## src/rtl/ram_loader.sv

```systemverilog
// Loads a length-prefixed little-endian byte stream into the word RAM, then reads
// the image back and compares its mod-2^32 sum with the trailing checksum.
module ram_loader #(
    parameter int ADDR_WIDTH = 14,
    parameter int MAX_WORDS  = 8192
) (
    input  logic                  Clock,
    input  logic                  Reset_n,
    input  logic                  Start,
    input  logic [7:0]            ByteIn,
    input  logic                  ByteValid,
    output logic                  ByteReady,
    output logic [ADDR_WIDTH-1:0] Address,
    output logic                  MemWrite,
    output logic [31:0]           WriteData,
    input  logic [31:0]           ReadData,
    output logic                  Busy,
    output logic                  Done,
    output logic                  Error,
    output logic [ADDR_WIDTH:0]   WordCount
);

    localparam int CNT_W = ADDR_WIDTH + 1;

    typedef enum logic [3:0] {
        S_IDLE, S_LEN0, S_LEN1, S_DATA, S_WRITE, S_CSUM, S_VERIFY, S_DONE, S_ERROR
    } state_t;

    state_t             state;
    logic [7:0]         lenLo;
    logic [CNT_W-1:0]   wordTotal;
    logic [23:0]        byteAcc;
    logic [1:0]         byteIdx;
    logic [31:0]        expectedSum;
    logic [31:0]        readSum;
    logic [CNT_W-1:0]   verifyCnt;

    logic               byteFire;
    logic [15:0]        lenFull;
    logic [31:0]        fullWord;
    logic [31:0]        sumNext;
    logic [CNT_W-1:0]   nextCnt;

    assign ByteReady = (state == S_LEN0) || (state == S_LEN1) ||
                       (state == S_DATA) || (state == S_CSUM);
    assign byteFire  = ByteValid && ByteReady;
    assign lenFull   = {ByteIn, lenLo};
    // Bytes shift in from the top, so after three bytes byteAcc holds {b2,b1,b0}.
    assign fullWord  = {ByteIn, byteAcc};
    assign sumNext   = readSum + ReadData;
    assign nextCnt   = verifyCnt + 1'b1;

    always_ff @(posedge Clock or negedge Reset_n) begin
        if (!Reset_n) begin
            state       <= S_IDLE;
            lenLo       <= '0;
            wordTotal   <= '0;
            byteAcc     <= '0;
            byteIdx     <= '0;
            expectedSum <= '0;
            readSum     <= '0;
            verifyCnt   <= '0;
            Address     <= '0;
            MemWrite    <= 1'b0;
            WriteData   <= '0;
            Busy        <= 1'b0;
            Done        <= 1'b0;
            Error       <= 1'b0;
            WordCount   <= '0;
        end else begin
            case (state)
                S_IDLE, S_DONE, S_ERROR: begin
                    if (Start) begin
                        state       <= S_LEN0;
                        Busy        <= 1'b1;
                        Done        <= 1'b0;
                        Error       <= 1'b0;
                        WordCount   <= '0;
                        readSum     <= '0;
                        expectedSum <= '0;
                        byteIdx     <= '0;
                    end
                end
                S_LEN0: begin
                    if (byteFire) begin
                        lenLo <= ByteIn;
                        state <= S_LEN1;
                    end
                end
                S_LEN1: begin
                    if (byteFire) begin
                        wordTotal <= CNT_W'(lenFull);
                        if (32'(lenFull) > MAX_WORDS) begin
                            state <= S_ERROR;
                            Busy  <= 1'b0;
                            Error <= 1'b1;
                        end else if (lenFull == 16'd0) begin
                            state <= S_CSUM;
                        end else begin
                            state <= S_DATA;
                        end
                    end
                end
                S_DATA: begin
                    if (byteFire) begin
                        byteAcc <= {ByteIn, byteAcc[23:8]};
                        byteIdx <= byteIdx + 1'b1;
                        if (byteIdx == 2'd3) begin
                            MemWrite  <= 1'b1;
                            Address   <= WordCount[ADDR_WIDTH-1:0];
                            WriteData <= fullWord;
                            WordCount <= WordCount + 1'b1;
                            state     <= S_WRITE;
                        end
                    end
                end
                S_WRITE: begin
                    MemWrite <= 1'b0;
                    state    <= (WordCount < wordTotal) ? S_DATA : S_CSUM;
                end
                S_CSUM: begin
                    if (byteFire) begin
                        byteAcc <= {ByteIn, byteAcc[23:8]};
                        byteIdx <= byteIdx + 1'b1;
                        if (byteIdx == 2'd3) begin
                            expectedSum <= fullWord;
                            if (wordTotal != '0) begin
                                state     <= S_VERIFY;
                                Address   <= '0;
                                verifyCnt <= '0;
                            end else if (fullWord == 32'd0) begin
                                state <= S_DONE;
                                Busy  <= 1'b0;
                                Done  <= 1'b1;
                            end else begin
                                state <= S_ERROR;
                                Busy  <= 1'b0;
                                Error <= 1'b1;
                            end
                        end
                    end
                end
                S_VERIFY: begin
                    // ReadData trails Address by one cycle, so the sum lags the address counter.
                    if (verifyCnt != '0) readSum <= sumNext;
                    if (nextCnt < wordTotal) Address <= nextCnt[ADDR_WIDTH-1:0];
                    verifyCnt <= nextCnt;
                    if (verifyCnt == wordTotal) begin
                        Busy <= 1'b0;
                        if (sumNext == expectedSum) begin
                            state <= S_DONE;
                            Done  <= 1'b1;
                        end else begin
                            state <= S_ERROR;
                            Error <= 1'b1;
                        end
                    end
                end
                default: state <= S_IDLE;
            endcase
        end
    end

endmodule
```

## config.mk

```make
export PLATFORM = sky130hd
export DESIGN_NAME = ram_loader
export DESIGN_NICKNAME = d
export VERILOG_FILES = /design/src/rtl/ram_loader.sv
export SDC_FILE = /design/constraint.sdc
export NUM_CORES = 1
export LEC_CHECK = 0
export ABC_AREA = 1
export BUFFER_PORTS_ARGS = -buffer_cell sky130_fd_sc_hd__buf_2
export CAP_MARGIN = 5
export CORE_ASPECT_RATIO = 1.2
export CORE_MARGIN = 3
export CORE_UTILIZATION = 55
export DETAILED_ROUTE_END_ITERATION = 8
export PLACE_DENSITY = 0.83
export SYNTH_ARGS = -nofsm -noshare
export SYNTH_HDL_FRONTEND = slang
export SYNTH_SLANG_ARGS = --single-unit
```

## constraint.sdc

```tcl
create_clock -name Clock -period 3.1 [get_ports Clock]
set_clock_uncertainty 0.1 [all_clocks]
set_input_delay 0.465 -clock Clock [delete_from_list [all_inputs] [get_ports Clock]]
set_output_delay 0.465 -clock Clock [all_outputs]
set_load 0.02 [all_outputs]
```

==> results_dict.tcl <==
set metrics [dict create \
    status "finished with violations" \
    violations "negative setup slack" \
    p_total_uw 10170 \
    slew_violations 0 \
    maxCapViolCount 0 \
    numPortBuffers 109 \
    layout_common_cells "502 x nand2_1, 318 x inv_1, 196 x dfrtp_1, 135 x o21ai_0, 132 x nand3_1" \
    ios 110 \
    path_max_fanout 14 \
    powerDensity_nw_per_um2 694.4 \
    clkPwrFrac_pct 22.9 \
    post-route-min-period_ns 3.344 \
    reg2reg_from "verifyCnt[1]" \
    final_common_cell "nand2_1" \
    core_area_um2 22520 \
    nFillCells 1969 \
    grt_pass1_wl_um 59170 \
    wire_per_inst_um 16.87 \
    hold-path-cell-count 3 \
    hold_viol 0 \
    fmax_mhz 299.0 \
    holdWs_ns 0.2795 \
    ir_worst_vdd_mv 0.4106 \
    synth_compound_area_share_pct 11.78 \
    critPathLaunch "verifyCnt[1]" \
    diodes 0 \
    p_seq_share_pct 34.7 \
    rsz0062_at_grt "yes" \
    dpl_cell_area_um2 13810 \
    hpwl_um 29320 \
    worst_pin_slew_ns 0.6049 \
    setup_tns_ns -3.151 \
    fin_crit_sh_pct 107.9 \
    grt_usage_pct 30.37 \
    cts_root_buf "clkbuf_16" \
    antenna_found_initial 0 \
    p_int_uw 5751 \
    cts_buffers 17 \
    synth-xor-area-share_pct 0.8983 \
    final_area_um2 14650 \
    criticalPathCategory "reg -> reg" \
    ctsHtreeMaxLevel 4 \
    p_leak_uw 0.007919 \
    synth_cell_type_count 45 \
    grt-ovfl-total 0 \
    synth_edf_count 0 \
    drt_iter0_drc 1032 \
    initial_core_util_pct 56.28 \
    dr.pass1.iters 5 \
    crit_required_ns 3.32 \
    r2r_cells 20 \
    synth_top_family_by_area "simple AND/OR/NAND/NOR gates" \
    die_w_um 144.6 \
    synth_adder_area_share_pct 6.476 \
    swShare_pct 43.46 \
    postRouteAntennaNets 0 \
    rrSetupSlack_ns -0.24 \
    syn_nets 1901 \
    cts_buffer_depth 2 \
    grt_max_degree 66 \
    muxShareOfSynthArea_pct 1.333 \
    gp_congestion 0.9576 \
    syn_area_per_cell_um2 7.073 \
    layout-drive-gt1-share_pct 15.71 \
    p_comb_share_pct 42.4 \
    setup_viol 14 \
    rows 60 \
    viasPerCell 5.555 \
    yosys_warnings 0 \
    final_nets 2044 \
    p_switching_uw 4421 \
    routed_wl_um 37560 \
    die_area_um2 24910 \
    async_flop_share_pct 100.0 \
    synth_area_um2 12670 \
    clk_latency_ns 0.45 \
    vias 12370 \
    cts_tree "built" \
    worst_setup_path_start_kind "register" \
    slew-limit-headroom_pct 59.63 \
    crit_path_end "Address[1]" \
    die_height_um 172.3 \
    ys_seq_elements 197 \
    grt_pass1_vias 11740 \
    route.detailed.drc 0 \
    synth-simple-area-share_pct 29.51 \
    clock_sinks 197 \
    arrival_ns 3.57 \
    synthFlopType "dfrtp_1" \
    cp-end-kind "register" \
    synth-seq-area-share_pct 38.89 \
    synthCells 1792 \
    hp-class "in -> reg" \
    r2r-end "Address[1]" \
    syn_to_final_growth_pct 15.58 \
    clk_pin_slew_ns 0.08 \
    final.setup.worst_slack_ns -0.2440 \
]
==> cells by family (layout without fill, tap and decap cells) <==
logic type | count (synthesis) | after routing
xor+xnor | 13 | 13
flops | 197 | 197
compound gates | 269 | 269
fa+ha+maj | 65 | 65
buf+inv | 371 | 527
simple gates | 862 | 862
mux | 15 | 15
==> per-stage QoR <==
stage               setup slack [ns]  util [%]  instances
floorplan                   -0.08422         -       1792
global placement             -0.1832     61.31       2188
detailed placement           -0.3659     61.31       2188
CTS                          -0.2782     64.18       2222
global route                 -0.4760     65.04       2227
finish                       -0.2440     65.04       2227
==> final cells by class <==
| cell class | count | area (um^2) | share of cell area, % |
|---|---|---|---|
| tap | 279 | 349.1 | 2.383 |
| clock buffer | 18 | 439.2 | 2.998 |
| clock inverter | 14 | 177.7 | 1.213 |
| multi-input combinational | 1224 | 6521 | 44.52 |
| sequential | 197 | 4931 | 33.66 |
| inverter | 337 | 1265 | 8.635 |
| timing repair buffer | 158 | 965.9 | 6.594 |
==> worst min path at each step <==
stage	end	from
3_5_place_dp	WriteData[28]	WriteData[28]
3_3_place_gp	WriteData[7]	WriteData[7]
4_1_cts	expectedSum[31]	ByteIn[7]
5_1_grt	expectedSum[31]	ByteIn[7]
2_1_floorplan	Address[0]	Reset_n
6_report	lenLo[7]	ByteIn[7]
==> sequential cells by signal, indices dropped and copies added (netlist names) <==
name         flops
state            4
Busy             1
Error            1
byteAcc         24
byteIdx          2
expectedSum     32
wordTotal       15
Done             1
readSum         32
lenLo            8
verifyCnt       15
MemWrite         1
WriteData       32
Address         14
WordCount       15
==> cells in the mapped netlist (2+ instances only) <==
cell type / n / area share (%)
xor2_1: 9 / 0.62
o22ai_1: 48 / 2.4
nor3_4: 2 / 0.26
nand4_1: 25 / 1.2
inv_1: 322 / 9.5
nor4_1: 11 / 0.54
buf_2: 7 / 0.28
a21oi_1: 56 / 2.2
nand3_1: 142 / 5.6
o21ai_0: 135 / 5.3
a211oi_1: 3 / 0.18
nor2_2: 16 / 0.79
nor3_2: 4 / 0.32
ha_1: 64 / 6.3
dfrtp_1: 197 / 39
o21bai_1: 2 / 0.12
clkbuf_1: 24 / 0.71
nor2_1: 100 / 3.0
nand2_1: 509 / 15
o21ai_1: 9 / 0.36
mux2_1: 12 / 1.1
inv_2: 12 / 0.36
o21a_1: 3 / 0.18
buf_1: 2 / 0.059
clkinv_1: 3 / 0.089
nand3_2: 8 / 0.63
xnor2_1: 4 / 0.28
nand2_2: 24 / 1.2
mux2_2: 3 / 0.27
o21ai_2: 2 / 0.14
a221oi_1: 4 / 0.28
nor3_1: 17 / 0.67
==> repair_timing <==
item | in CTS | in global routing
endpoints found under the setup margin | 14 | 20
hold endpoints to repair | 61 | 0
hold buffers | 1 | 0
pin swaps | 1 | 25
gates resized for setup | 2 | 42
setup buffers | 1 | 5
==> worst max-delay path, stage by stage, from the launching register on <==
cell,delay [ns]
dfrtp_1,0.38
ha_2,0.20
nand3_2,0.11
nor2_2,0.11
inv_1,0.05
nor2_1,0.08
inv_1,0.06
nor2_2,0.13
nand3_2,0.08
nor2_2,0.12
nand3_1,0.09
xor2_1,0.16
ha_1,0.30
nand2_1,0.06
inv_1,0.07
nand3_2,0.09
o41ai_4,0.34
a21oi_2,0.09
o21ai_2,0.10
buf_12,0.17
mux2_1,0.33
==> metal layers <==
layer  track usage [%]  share of wire, %  vias to the layer above  wire length, um
met5                 0                 0                        -                0
met2             53.03                49                      445            18410
met4             13.10               5.1                        0             1917
met3             3.900               4.8                      127             1785
met1             37.66                41                     5773            15450
li1                  -                 -                     6025                -
==> power by group through the flow <==
stage / clock [uW] / sequential, uW / combinational [uW]
floorplan: 0 / 3540 / 2680
global placement: 0 / 3530 / 3970
detailed placement: 0 / 3550 / 4070
CTS: 2340 / 3510 / 4150
global route: 2430 / 3580 / 4790
finish: 2330 / 3530 / 4310
Note: power is estimated with default switching activity, not from simulation.
